File: src/rtl/data_memory_lsu.sv
// Word-organised data memory with a single-outstanding load/store front end.
// After reset an init sweep fills the array; requests are accepted only in IDLE.
module data_memory_lsu #(
  parameter int DEPTH     = 16,
  parameter int ADDR_W    = 32,
  parameter int READ_LAT  = 1,
  parameter int INIT_MODE = 1
) (
  input  logic              clock_in,
  input  logic              reset,
  input  logic              req_valid,
  output logic              req_ready,
  input  logic              req_write,
  input  logic [1:0]        req_size,
  input  logic              req_signed,
  input  logic [ADDR_W-1:0] address,
  input  logic [31:0]       writeData,
  output logic              resp_valid,
  input  logic              resp_ready,
  output logic [31:0]       readData,
  output logic              resp_error,
  output logic              init_done,
  output logic [1:0]        dbgState
);
  localparam int IDX_W = $clog2(DEPTH);
  localparam logic [IDX_W-1:0]  LAST_IDX   = IDX_W'(DEPTH - 1);
  localparam logic [ADDR_W-1:0] ADDR_LIMIT = ADDR_W'(4 * DEPTH);
  localparam logic [1:0]        WAIT_INIT  = 2'((READ_LAT > 1) ? READ_LAT - 2 : 0);

  // Handshake: a request transfers on a posedge with req_valid && req_ready, a
  // response on a posedge with resp_valid && resp_ready; both sides hold until then.
  typedef enum logic [1:0] {INIT, IDLE, WAIT, RESP} state_t;

  state_t            state, nextState;
  logic [IDX_W-1:0]  initCnt;
  logic [1:0]        waitCnt;
  logic [31:0]       rdReg;
  logic              errReg;
  logic              doneReg;
  logic [31:0]       mem [DEPTH];

  logic              accept;
  logic              reqErr;
  logic [IDX_W-1:0]  wordIdx;
  logic [31:0]       word;
  logic [7:0]        byteSel;
  logic [15:0]       halfSel;
  logic [31:0]       loadData;
  logic [3:0]        byteEn;
  logic [31:0]       wrLanes;

  assign accept  = req_valid && (state == IDLE);
  assign wordIdx = address[IDX_W+1:2];
  assign word    = mem[wordIdx];
  assign byteSel = word[8*address[1:0] +: 8];
  assign halfSel = address[1] ? word[31:16] : word[15:0];

  always_comb begin
    reqErr = 1'b0;
    if (req_size == 2'b11)                          reqErr = 1'b1;
    else if (address >= ADDR_LIMIT)                 reqErr = 1'b1;
    else if (req_size == 2'b01 && address[0])       reqErr = 1'b1;
    else if (req_size == 2'b10 && address[1:0] != 2'b00) reqErr = 1'b1;
  end

  always_comb begin
    loadData = word;
    byteEn   = 4'b1111;
    wrLanes  = writeData;
    case (req_size)
      2'b00: begin
        loadData = {{24{req_signed & byteSel[7]}}, byteSel};
        byteEn   = 4'b0001 << address[1:0];
        wrLanes  = {4{writeData[7:0]}};
      end
      2'b01: begin
        loadData = {{16{req_signed & halfSel[15]}}, halfSel};
        byteEn   = address[1] ? 4'b1100 : 4'b0011;
        wrLanes  = {2{writeData[15:0]}};
      end
      default: ;
    endcase
  end

  // No reset on the array: the INIT sweep is what defines its contents.
  always_ff @(posedge clock_in) begin
    if (state == INIT) begin
      mem[initCnt] <= (INIT_MODE != 0) ? 32'(initCnt) : 32'h0;
    end else if (accept && req_write && !reqErr) begin
      for (int b = 0; b < 4; b++) begin
        if (byteEn[b]) mem[wordIdx][8*b +: 8] <= wrLanes[8*b +: 8];
      end
    end
  end

  always_ff @(posedge clock_in or negedge reset) begin
    if (!reset) begin
      state   <= INIT;
      initCnt <= '0;
      waitCnt <= 2'd0;
      rdReg   <= 32'h0;
      errReg  <= 1'b0;
      doneReg <= 1'b0;
    end else begin
      state <= nextState;
      if (state == INIT) begin
        initCnt <= initCnt + 1'b1;
        if (initCnt == LAST_IDX) doneReg <= 1'b1;
      end
      if (accept) begin
        rdReg   <= (reqErr || req_write) ? 32'h0 : loadData;
        errReg  <= reqErr;
        waitCnt <= WAIT_INIT;
      end else if (state == WAIT) begin
        waitCnt <= waitCnt - 2'd1;
      end
    end
  end

  always_comb begin
    nextState = state;
    case (state)
      INIT: if (initCnt == LAST_IDX) nextState = IDLE;
      IDLE: begin
        if (req_valid) begin
          if (reqErr || req_write || READ_LAT == 1) nextState = RESP;
          else                                      nextState = WAIT;
        end
      end
      WAIT: if (waitCnt == 2'd0) nextState = RESP;
      RESP: if (resp_ready) nextState = IDLE;
      default: nextState = INIT;
    endcase
  end

  // Response payload is gated by state so it reads 0 everywhere outside RESP.
  assign req_ready  = (state == IDLE);
  assign resp_valid = (state == RESP);
  assign readData   = resp_valid ? rdReg : 32'h0;
  assign resp_error = resp_valid & errReg;
  assign init_done  = doneReg;
  assign dbgState   = state;
endmodule

File: config.mk
export PLATFORM = sky130hd
export DESIGN_NAME = data_memory_lsu
export DESIGN_NICKNAME = d
export VERILOG_FILES = /design/src/rtl/data_memory_lsu.sv
export SDC_FILE = /design/constraint.sdc
export NUM_CORES = 1
export LEC_CHECK = 0
export ABC_CLOCK_PERIOD_IN_PS = 4600
export CAP_MARGIN = 20
export CORE_MARGIN = 4
export CORE_UTILIZATION = 60
export CTS_CLUSTER_DIAMETER = 30
export CTS_CLUSTER_SIZE = 28
export DETAILED_ROUTE_END_ITERATION = 7
export HOLD_SLACK_MARGIN = 0.03
export MAX_ROUTING_LAYER = met4
export PLACE_DENSITY = 0.79
export SLEW_MARGIN = 20
export SYNTH_ARGS = -nofsm -noshare
export SYNTH_HDL_FRONTEND = slang
export SYNTH_SLANG_ARGS = --single-unit
File: constraint.sdc
create_clock -name clock_in -period 4.6 [get_ports clock_in]
set_clock_uncertainty 0.1 [all_clocks]
set_input_delay 0.69 -clock clock_in [delete_from_list [all_inputs] [get_ports clock_in]]
set_output_delay 0.69 -clock clock_in [all_outputs]
set_load 0.05 [all_outputs]
After elaboration in Yosys (flattened, before gate mapping)
Memory sizes are Yosys's and may differ from the RTL's.
Index checks and enable logic that the tools add are counted.
- bits in registers: 42
- RAM bits: 512
- bits in latches: 0
- memory bits (read-only): 0
- input port bits: 72
- memories kept: 1
- order comparisons: 1
- bitwise logic cells: 3
- mux-type cells: 39
- reductions and logical operators: 15
- shift-type cells: 2
- multiply operators: 0
- divide/modulo/power cells: 0
- add/sub/neg operators: 2
- equal/unequal tests: 11
- memories (name ; words ; bits a word ; read ports ; clocked after Yosys merged registers in ; write ports ; line ; text):
    mem ; 16 ; 32 ; 1 ; 0 ; 1 ; 40 ; logic [31:0] mem [DEPTH];
- operator list (operator ; number):
    case mux 32 bit (2 select lines) ; 2
    two-way mux 32 bit ; 3
    >= comparator 32 x 7 -> 1 bit, second input constant ; 1
    OR reduction 32 bit ; 1
    variable part select 32 x 6 -> 8 bit ; 1
    two-way mux 1 bit ; 22
    two-way mux 16 bit ; 1
    two-way mux 2 bit ; 6
    two-way mux 4 bit ; 3
    equality test 2 bit, second input constant ; 4
    case mux 2 bit (4 select lines) ; 1
    case mux 4 bit (2 select lines) ; 1
    zero test 2 bit ; 3
    != test 2 x 1 -> 1 bit, second input constant ; 3
    logical AND 1 bit ; 5
    adder 4 x 1 -> 4 bit, second input constant ; 1
    equality test 2 x 1 -> 1 bit, second input constant ; 2
    equality test 4 bit, second input constant ; 1
    AND reduction 4 bit ; 1
    nonzero test 2 bit ; 2
    left shift 1 x 2 -> 4 bit, first input constant ; 1
    bitwise AND 1 bit ; 3
    != test 2 bit, second input constant ; 1
    AND reduction 2 bit ; 1
    3 further kinds ; 3

Logic depth before layout (Yosys ltp)
Gate-level depths: netlist of run 1.
- word-level depth: 13
- gate-level depth with buffers: 11
- gate-level depth less buffers: 9

Worst setup path after synthesis of run 1
No wires, ideal clock.
- kind: register to register
- from: register state[0] (netlist: dbgState[0])
- to: memory mem[0][15] (data pin)
- stages on the path, launching flop included: 10
- clock period less this slack: 3943 ps
- data arrival time: 3552 ps
- slack: 657 ps
- required time: 4209 ps
- buffers on the path: 3
- setup time: 291 ps
- path through: dfrtp_1 ha_1 and4bb_2 nand4_1 or4_4 or3_4 buf_6 buf_6 buf_6 a21oi_1
- word-level cells in the longest chain between the ends: 9
- elaborated cells on any way between the ends: 19
- ends and longest elaborated chain (element ; line ; text):
    start: declaration ; 34 ; state_t state, nextState;
    start signal: assignment ; 105 ; state <= nextState;
    equality test 2 x 1 -> 1 bit (*) ; -- ;
    named net req_ready ; 12 ; output logic req_ready,
    logical AND 1 bit (*) ; 52 ; assign accept = req_valid && (state == IDLE);
    logical AND 1 bit (*) (2 in a row) ; 89 ; end else if (accept && req_write && !reqErr) begin
    two-way mux 1 bit ; 89 ;
    two-way mux 1 bit ; 87 ; if (state == INIT) begin
    two-way mux 1 bit (implied by the code) ; 91 ; if (byteEn[b]) mem[wordIdx][8*b +: 8] <= wrLanes[8*b +: 8];
    OR reduction 32 bit (no line) (*) ; -- ;
    two-way mux 32 bit (no line) (*) ; -- ;
    end: declaration ; 40 ;
Mark *: on every way through the listed nets, which the timed path passes. The rest lies on a longest branch.

Worst setup path after layout of run 1
- from: register state[1] (netlist: dbgState[1])
- to: memory mem[14][4] (enable)
- word-level cells in the longest chain between the ends: 9
- elaborated cells on any way between the ends: 22
- ends and longest elaborated chain (element ; line):
    equality test 2 x 1 -> 1 bit ; 52
    logical AND 1 bit ; 52
    logical AND 1 bit (2 in a row) ; 89
    two-way mux 1 bit ; 89
    two-way mux 1 bit ; 87
    two-way mux 1 bit (implied by the code) ; 91
    OR reduction 32 bit (no line) ; --
    two-way mux 4 bit (no line) ; --
Several ways; a longest one is shown, not always the timed one.

==> impl_results.md, run 1 <==
* Post-route ant nets at 0
* Worst-Skew Late Latency at 0.62 ns
* CTS tree: yes
* Most numerous cell in the Yosys netlist: edfxtp_1
* Distinct cells, synth at 56
* Net switching power at 3010 uW
* R2R depth at 9
* Mapped Nets at 1390
* Mapped Cells at 1312
* P&R area growth vs syn at 21.5%
* Sw Share at 23.2%
* Max transition margin at 18.1%
* RSZ-0062 raised after global routing: no
* Final setup violation count at 0
* Post-Route WL at 60.8 mm
* Die X at 204 um
* GR Layer Usage met1 at 39.4%
* Largest net degree at the start of global routing at 44
* Post-Synth Simple-Gate Area at 6.47%
* Area of the multi-input gates at 6170 um2
* Largest family of logic cells by synthesized area: multiplexers
* Post-DR vias/cell at 6.54
* Top post-synthesis cells by area: edfxtp_1 (67%), mux4_2 (11%), dfrtp_1 (4.6%)
* Syn Std Cell Area at 23000 um2
* First-pass DRT Iterations at 6
* Pwr/cell area at 463 nW/um2
* Worst Path Required at 4.76 ns
* Detailed placer's ending HPWL at 37.1 mm
* Leak at 0.00844 uW
* Met3 Usage GRT at 7.89%
* Post-synthesis adder-cell area fraction at 0.326%
* Outcome: completed
* Worst Tran Pin Value at 1.22 ns
* Synth Area in XOR/XNOR at 0.152%
* I/O Buffers at 109
* Worst hold path type: in2async
* Die area at 41600 um2
* CTS max path bufs at 3
* DRT iter0 DRCs at 1928
* Top cell type by total area after synthesis: edfxtp_1
* Global-route wire length before repair at 90.2 mm
* Register area at 16400 um2
* Vias in the first global route at 13900
* Row cnt at 71
* PnR worst setup slack at 0.360 ns
* CP Launch Type: flop
* Mean post-synth cell area at 17.6 um2
* CP endpoint kind: flop
* Tcrit/Tclk final at 92.2%
* Clock net sink count at 554
* Met2 usage at 47.6%
* Fin crit period at 4.24 ns
* Number of enable flip-flop cells after synthesis at 512
* WL per Instance at 29.0 um
* Fraction of layout cells with a size suffix above 1 at 23.7%
* Hold buffer count at CTS at 0
* DIE HEIGHT at 204 um
* Yosys top cell area share at 66.7%
* Clock Pin Slew Worst Setup and Hold Paths at 0.05 ns
* Internal power at 9950 uW
* Comb pwr share at 6.3%
* Residual DRC at 0
* Area of the core at 37800 um2
* Crit-path cells: inv_1 -> ha_1 -> and4bb_2 -> nand4_1 -> or4_4 -> or3_4 -> and3_1 -> a31oi_1 -> nor2_1
* Reg power frac at 42.6%
* Crit path kind: reg2reg
* Max-slew violation count at 0
* CP peak stage delay at 0.76 ns
* Fill cells at 2073
* Hold Violations, Final at 0
* Vias at 13700
* Yosys Warn Count at 0
* Seq/Total Area, Yosys at 71.3%
* Max-capacitance violation count at 0
* Final setup TNS at 0 ns
* Arr. time, crit path at 4.40 ns
* Post-synthesis compound-gate area fraction at 5.39%
* Most Crowded Layer GR: met2
* Top-level port count at 110
* Nets at 1589
* GRT Total Usage at 30.4%
* Initial core utilization at 61.0%
* Synth top cells by count: edfxtp_1 (512), mux4_2 (115), nor2_1 (113), nand2_1 (99)
* Placer congestion estimate at 0.915
* PostCTS Resize Cnt at 0
* Initial antenna violation count at 1
* Root cell of the clock tree: clkbuf_16
* Ys flop type: edfxtp_1
* Mux contribution to synthesized area at 14.4%
* Ys async rst share at 7.58%
* H-tree depth at 3
* Fmax at 236 MHz
* Post-CTS Setup Bufs at 0
* Post-Place Setup Slack at 0.151 ns
* Maximum vdd ir drop at 0.390 mV
* Critical path's slowest cell: a31oi_1
* Crit path max fanout at 25
* Total gr overflow at 0
* Num CTS Buffers at 87
* Clk network pwr share at 51.1%
* #FFs+latches synth at 554
-- stage by stage --
| stage | util (%) | area [um2] | total power, uW | hold slack [ns] | cells |
|---|---|---|---|---|---|
| final | 74.1 | 28000 | 13000 | 0.149 | 2094 |
| after global routing | 74.1 | 28000 | 13300 | 0.192 | 2094 |
| after CTS | 74.1 | 28000 | 13000 | 0.143 | 2093 |
| after detailed placement | 66.2 | 25000 | 6400 | 0.365 | 1933 |
| after global placement | 66.2 | 25000 | 6380 | 0.360 | 1933 |
| after floorplan | - | 23000 | 6080 | 0.294 | 1312 |
-- layout by cell type (no fill, tap or decap), drive strengths merged, types with 3 or more instances in the layout --
cell type        n
edfxtp         512
mux4           124
nor2           114
clkdlybuf4s50  104
clkbuf         100
nand2           99
buf             85
mux2i           46
a22oi           46
dfrtp           42
and2            40
a21oi           31
o21ai           29
inv             25
clkinv          24
a31oi           17
nand3           15
and3            14
o22ai           13
clkinvlp        12
bufinv          11
nor2b            9
a221oi           8
nor4             7
a22o             6
o211ai           6
ha               6
nor3             4
nand4            3
or2              3
mux2             3
xnor2            3
-- logic make-up after synthesis --
group	count (synthesis)
flops	554
simple gates	319
mux	173
compound gates	165
buf+inv	91
fa+ha+maj	6
xor+xnor	4
-- metal layers --
metal	routed length, um	part of all wire [%]
met1	21500	35
met2	29400	48
met3	7440	12
met4	2520	4.1
met5	0	0
-- layout make-up --
class | instances | area share [%]
Antenna cell | 1 | 0.00894
Clock buffer | 99 | 8.01
Clock inverter | 61 | 2.65
Inverter | 11 | 0.148
Multi-Input combinational cell | 667 | 22.1
Sequential cell | 554 | 58.7
Tap cell | 511 | 2.28
Timing Repair Buffer | 190 | 6.16
-- power by group through the flow --
stage                     Clock [uW]  Sequential (uW)  Combinational [uW]
after detailed placement           0             5620                 785
after global routing            6920             5520                 859
after floorplan                    0             5610                 477
after CTS                       6640             5520                 801
final                           6620             5520                 817
after global placement             0             5610                 769
-- worst paths after layout --
check,start,end,slack (ns)
setup / recovery,dbgState[1],mem[14][4],0.36
hold / removal,reset,rdReg[30],0.15
setup reg to reg,dbgState[1],mem[14][4],0.36
hold reg to reg,rdReg[11],rdReg[11],0.37
max in group asynchronous,reset,rdReg[18],3.64
min in group clock_in,rdReg[11],rdReg[11],0.37
-- worst max-delay path: cells and delay by family (launching register included) --
kind            cells  cell delay [ns]
simple gates        6             2.17
compound gates      1             0.76
flops               1             0.41
fa+ha+maj           1             0.31
buf+inv             1             0.12
-- sequential cells by signal, indices dropped and copies added (netlist names) --
| name | flops |
|---|---|
| waitCnt | 2 |
| rdReg | 32 |
| dbgState | 2 |
| initCnt | 4 |
| errReg | 1 |
| mem | 512 |
| init_done | 1 |
Power figures use the tool's default switching activity.
==> run 2: changes to the inputs <==
- CORE_ASPECT_RATIO: unset -> 0.5
==> run 2 against run 1 <==
Net effect:
- largest power group is now sequential cells
- worst hold slack got worse by 0.010 ns
- global-route usage shrank 1.4 points
- critical path type unchanged
- worst setup slack gained 0.10 ns
- combinational power down 3.4%
- final cell count decreased by 3.4%
- core utilization fell by 3.0 points
- critical endpoint is now mem[0][6]
- wire length decreased by 5.2%
- clock-buffer cell count shrank 41
==> impl_results.md, run 2 (synthesized netlist as in run 1, its figures left out) <==
* Outcome: completed
* Post-DR vias/cell at 6.54 (about the same)
* CP peak stage delay at 0.83 ns (+0.07 ns)
* CTS max path bufs at 3 (unchanged)
* Fin crit period at 4.14 ns (-0.101 ns)
* P&R area growth vs syn at 16.3%
* Top reg by flops: mem
* PostCTS Resize Cnt at 0 (unchanged)
* Area of the core at 37700 um2 (-0.25%)
* Die area at 41800 um2 (+0.45%)
* Vias at 13200 (-3.3%)
* Max-slew violation count at 0 (unchanged)
* Maximum vdd ir drop at 0.321 mV (-18%)
* Crit path kind: reg2reg
* Worst-Skew Late Latency at 0.60 ns (-0.02 ns)
* Final setup TNS at 0 ns (unchanged)
* Initial antenna violation count at 0 (-1)
* Buf+Inv Stages, Crit Path at 1 (unchanged)
* Max-capacitance violation count at 0 (unchanged)
* Crit path max fanout at 8 (-68%)
* Reg2Reg Setup Slack at 0.46 ns (+0.10 ns)
* I/O Buffers at 109 (unchanged)
* First-pass DRT Iterations at 6 (unchanged)
* Top-level port count at 110 (unchanged)
* Worst hold path type: in2async
* H-tree depth at 2 (-1)
* Post-CTS Setup Bufs at 0 (unchanged)
* DIE HEIGHT at 147 um (-28%)
* Initial core utilization at 61.2% (+0.15 points)
* Fmax at 242 MHz (+2.5%)
* # diodes at 0 (-1)
* Tcrit/Tclk final at 90.0% (-2.2 points)
* Worst Path Required at 4.74 ns (-0.02 ns)
* Arr. time, crit path at 4.28 ns (-0.12 ns)
* Total gr overflow at 0 (unchanged)
* Hold Violations, Final at 0 (unchanged)
* Crit-path cells: inv_1 -> ha_1 -> and4bb_2 -> nand4_1 -> or4_4 -> or3_4 -> and3_1 -> a31oi_1 -> nor2_1
* WL per Instance at 28.5 um (-1.9%)
* RSZ-0062 raised after global routing: no
* Final setup violation count at 0 (unchanged)
* Nets at 1536 (-3.3%)
* Placer congestion estimate at 0.998 (+9.0%)
* Residual DRC at 0 (unchanged)
* Post-route ant nets at 0 (unchanged)
* Hold buffer count at CTS at 0 (unchanged)
* CP endpoint kind: flop
* Pwr/cell area at 413 nW/um2 (-11%)
* Post-Route WL at 57.7 mm (-5.2%)
* Critical path's slowest cell: a31oi_1
* DRT iter0 DRCs at 1825 (-5.3%)
* Largest delay contributor family on the critical path: simple AND/OR/NAND/NOR gates
* Largest net degree at the start of global routing at 55 (+25%)
* Num CTS Buffers at 55 (-37%)
* Largest registers: mem (512), rdReg (32), initCnt (4)
* Most frequent cells in the layout: edfxtp_1 (512), mux4_2 (115), nor2_1 (112), clkdlybuf4s50_1 (105), nand2_1 (99)
* Row cnt at 50 (-30%)
* Global-route wire length before repair at 86.9 mm (-3.7%)
* Commonest non-fill, non-tap cell in the layout: edfxtp_1
* Final hold slack at 0.138 ns (-0.0105 ns)
* Root cell of the clock tree: clkbuf_16
* Die X at 285 um (+40%)
* Clock Pin Slew Worst Setup and Hold Paths at 0.07 ns (+0.02 ns)
* Max transition margin at 23.8% (+5.7 points)
* Clock net sink count at 554 (unchanged)
* Detailed placer's ending HPWL at 37.8 mm (+2.0%)
* Fraction of layout cells with a size suffix above 1 at 20.3% (-3.4 points)
* Max reg flops at 512 (unchanged)
* CP Launch Type: flop
* Final Core Density at 71.1% (-3.0 points)
* CTS tree: yes
* GRT Total Usage at 29.0% (-1.4 points)
* Worst Tran Pin Value at 1.14 ns (-0.0850 ns)
* Vias in the first global route at 13200 (-4.8%)
* Leak at 0.00782 uW (-7.3%)
## run 2: cell types whose count changed in the layout (fill, tap and decap cells not counted), moves of 2 or more
cell        delta
buf_12         -2
buf_4         -19
bufinv_16      -4
clkbuf_1       -8
clkbuf_16     -33
clkinv_1       -2
clkinv_2       -8
clkinvlp_4     -6
inv_12         +3
## run 2: worst paths after layout
kind,startpoint,to,cells after the start
max,dbgState[1],mem[0][6],9
min,reset,rdReg[31],1
max reg2reg,dbgState[1],mem[0][6],9
min reg2reg,init_done,init_done,1
max in group asynchronous,reset,initCnt[0],1
min in group clock_in,init_done,init_done,1
## run 2: worst reg2reg max path: stages (launching register included)
cell and delay (ns):
dfrtp_1 0.43, inv_1 0.11, ha_1 0.30, and4bb_2 0.28, nand4_1 0.12, or4_4 0.60, or3_4 0.39, and3_1 0.18
a31oi_1 0.83, nor2_1 0.44
## run 2: area by class of cell
cell class	instances	area, um2
Clock buffer	58	1390
Clock inverter	44	562
Fill cell	2223	10900
Inverter	11	41.3
Multi-Input combinational cell	667	6170
Sequential cell	554	16400
Tap cell	520	651
Timing Repair Buffer	169	1550
## run 2: power breakdown
group          leakage (uW)  total, uW  internal (uW)  switching (uW)
Sequential          0.00422       5510           5470            32.2
Combinational       0.00267        789            261             528
Clock              0.000931       4780           2680            2090
Total               0.00782      11100           8420            2650
## run 2: layer usage
metal	share of wire, %	GRT usage, %
met2	46	43.0
met3	11	7.61
met5	0	-
met1	38	40.1
met4	3.8	9.57
## run 2: stage by stage
stage | cells | power, uW | worst slack, ns | area (um2)
floorplan | 1312 | 6080 | 0.657 | 23000
global placement | 1921 | 6370 | 0.198 | 24800
detailed placement | 1921 | 6390 | 0.156 | 24800
CTS | 2023 | 11100 | 0.601 | 26800
global route | 2023 | 11400 | 0.301 | 26800
finish | 2023 | 11100 | 0.462 | 26800
==> run 3: changes to the inputs <==
- CTS_BUF_LIST: unset -> sky130_fd_sc_hd__clkbuf_8
- PLACE_DENSITY: 0.79 -> 0.83
==> run 3 against run 2 <==
Net effect:
- the flow now finishes with violations (design-rule violations)
- non-clock buffer count grew 1
- final cell count barely moved
- register-to-register slack hardly changed
- wire length down 5.1%
- combinational power is 2.7% higher
- die area unchanged
- worst hold slack worse by 0.027 ns
- largest power group unchanged
==> impl_results.md, run 3 (synthesized netlist as in run 1, its figures left out) <==
* DIE HEIGHT at 147 um (unchanged)
* Die X at 285 um (unchanged)
* Max transition margin at 26.7% (+3.0 points)
* Fmax at 242 MHz (+0.14%)
* Total gr overflow at 0 (unchanged)
* Worst setup path start: dbgState[1]
* Fill cells at 2290 (+3.0%)
* Placed instance area at 24900 um2 (+0.10%)
* Top reg by flops: mem
* Die area at 41800 um2 (unchanged)
* Worst Tran Pin Value at 1.10 ns (-0.0390 ns)
* FF-to-FF Start: dbgState[1]
* Worst Path Required at 4.78 ns (+0.04 ns)
* Worst hold path type: in2async
* CP peak stage delay at 0.76 ns (-0.07 ns)
* GRT Total Usage at 27.1% (-1.9 points)
* PostCTS Resize Cnt at 0 (unchanged)
* Clock net sink count at 554 (unchanged)
* Largest registers: mem (512), rdReg (32), initCnt (4)
* Maximum vdd ir drop at 0.196 mV (-39%)
* Vias at 13200 (-0.22%)
* Hold Violations, Final at 0 (unchanged)
* Fraction of layout cells with a size suffix above 1 at 20.1% (-0.24 points)
* Cell area after layout at 26000 um2 (-2.8%)
* Post-DR vias/cell at 6.53 (-0.12%)
* P&R area growth vs syn at 13.0%
* CTS tree: yes
* Most frequent cells in the layout: edfxtp_1 (512), mux4_2 (115), nor2_1 (112), clkdlybuf4s50_1 (105), nand2_1 (99)
* Clock Pin Slew Worst Setup and Hold Paths at 0.09 ns (+0.02 ns)
* CTS max path bufs at 3 (unchanged)
* # diodes at 0 (unchanged)
* Hold buffer count at CTS at 0 (unchanged)
* R2R depth at 9 (unchanged)
* Area of the core at 37700 um2 (unchanged)
* Root cell of the clock tree: clkbuf_8
* Crit-path cells: inv_1 -> ha_1 -> and4bb_2 -> nand4_1 -> or4_4 -> or3_4 -> and3_1 -> a31oi_1 -> nor2_1
* Post-Place Setup Slack at -0.00785 ns (-0.163 ns)
* Worst-Skew Late Latency at 0.64 ns (+0.04 ns)
* Post-Route WL at 54.7 mm (-5.1%)
* First-pass DRT Iterations at 8 (+2)
* Initial core utilization at 61.2% (unchanged)
* Detailed placer's ending HPWL at 37.9 mm (+0.34%)
* Fin crit period at 4.13 ns (-0.00581 ns)
* Commonest non-fill, non-tap cell in the layout: edfxtp_1
* Post-CTS Setup Bufs at 0 (unchanged)
* Row cnt at 50 (unchanged)
* Final setup violation count at 0 (unchanged)
* PnR worst setup slack at 0.468 ns (+0.00581 ns)
* Top-level port count at 110 (unchanged)
* I/O Buffers at 109 (unchanged)
* Num CTS Buffers at 53 (-3.6%)
* Tcrit/Tclk final at 89.8% (-0.13 points)
* Failing checks: design-rule violations
* Nets at 1535 (-0.065%)
* Residual DRC at 1 (+1)
* Placer congestion estimate at 0.963 (-3.5%)
* Global-route wire length before repair at 82.1 mm (-5.6%)
* Buf+Inv Stages, Crit Path at 1 (unchanged)
* Arr. time, crit path at 4.31 ns (+0.03 ns)
* H-tree depth at 2 (unchanged)
* Outcome: finished, violations left
* WL per Instance at 27.1 um (-5.0%)
* Initial antenna violation count at 0 (unchanged)
* Max-capacitance violation count at 0 (unchanged)
* Crit path kind: reg2reg
* Critical path's slowest cell: a31oi_1
* CP endpoint kind: flop
* Levels on crit path at 9 (unchanged)
* Largest net degree at the start of global routing at 50 (-9.1%)
* DRT iter0 DRCs at 2061 (+13%)
* CP Launch Type: flop
* Max reg flops at 512 (unchanged)
* Largest delay contributor family on the critical path: simple AND/OR/NAND/NOR gates
* Post-route ant nets at 0 (unchanged)
* Max-slew violation count at 0 (unchanged)
* Vias in the first global route at 13100 (-0.83%)
* RSZ-0062 raised after global routing: no
* Leak at 0.00751 uW (-3.9%)
* Pwr/cell area at 367 nW/um2 (-11%)
* Crit path max fanout at 18 (+10)
## run 3: cell types whose count changed in the layout (fill, tap and decap cells not counted), sizes merged
| cell | change |
|---|---|
| bufinv | -3 |
| clkbuf | -2 |
| clkinv | +11 |
| clkinvlp | -5 |
| inv | -3 |
## run 3: metrics by stage
step | util (%) | power, uW | setup TNS [ns] | hold slack (ns) | std cells
after global routing | 69.1 | 9850 | 0 | 0.161 | 2021
after floorplan | - | 6080 | 0 | 0.294 | 1312
after global placement | 66.0 | 6370 | 0 | 0.364 | 1921
final | 69.1 | 9550 | 0 | 0.111 | 2021
after CTS | 69.1 | 9530 | 0 | 0.114 | 2020
after detailed placement | 66.0 | 6400 | -0.0617 | 0.366 | 1921
## run 3: layout make-up
type                    instances  area [um2]  area share (%)
flip-flops and latches        554       16400            63.1
multi-input cells             667        6170            23.7
repair buffers                170        1580            6.06
clock buffers                  55         757            2.91
well taps                     520         651            2.50
clock inverters                44         413            1.59
inverters                      11        41.3           0.159
## run 3: worst register-to-register path: stages, from the launching register on
cell and delay, ns:
dfrtp_1 0.42, inv_1 0.11, ha_1 0.29, and4bb_2 0.29, nand4_1 0.14, or4_4 0.62
or3_4 0.45, and3_1 0.18, a31oi_1 0.76, nor2_1 0.45
## run 3: per-layer routing
layer	GRT usage (%)	wire length [um]
met1	36.9	20400
met2	40.3	25800
met3	7.97	6700
met4	8.57	1820
met5	-	0
## run 3: worst paths after layout
path                                    to  slack, ns
worst min register to register   rdReg[12]       0.39
worst max-delay path            mem[13][3]       0.47
min in group clock_in            rdReg[12]       0.39
worst min-delay path                errReg       0.11
max in group asynchronous        rdReg[25]       3.69
worst max register to register  mem[13][3]       0.47
## run 3: power breakdown
| part | switching [uW] | internal, uW |
|---|---|---|
| clock network | 1810 | 1430 |
| registers | 32.8 | 5470 |
| logic | 541 | 269 |
| total | 2380 | 7170 |
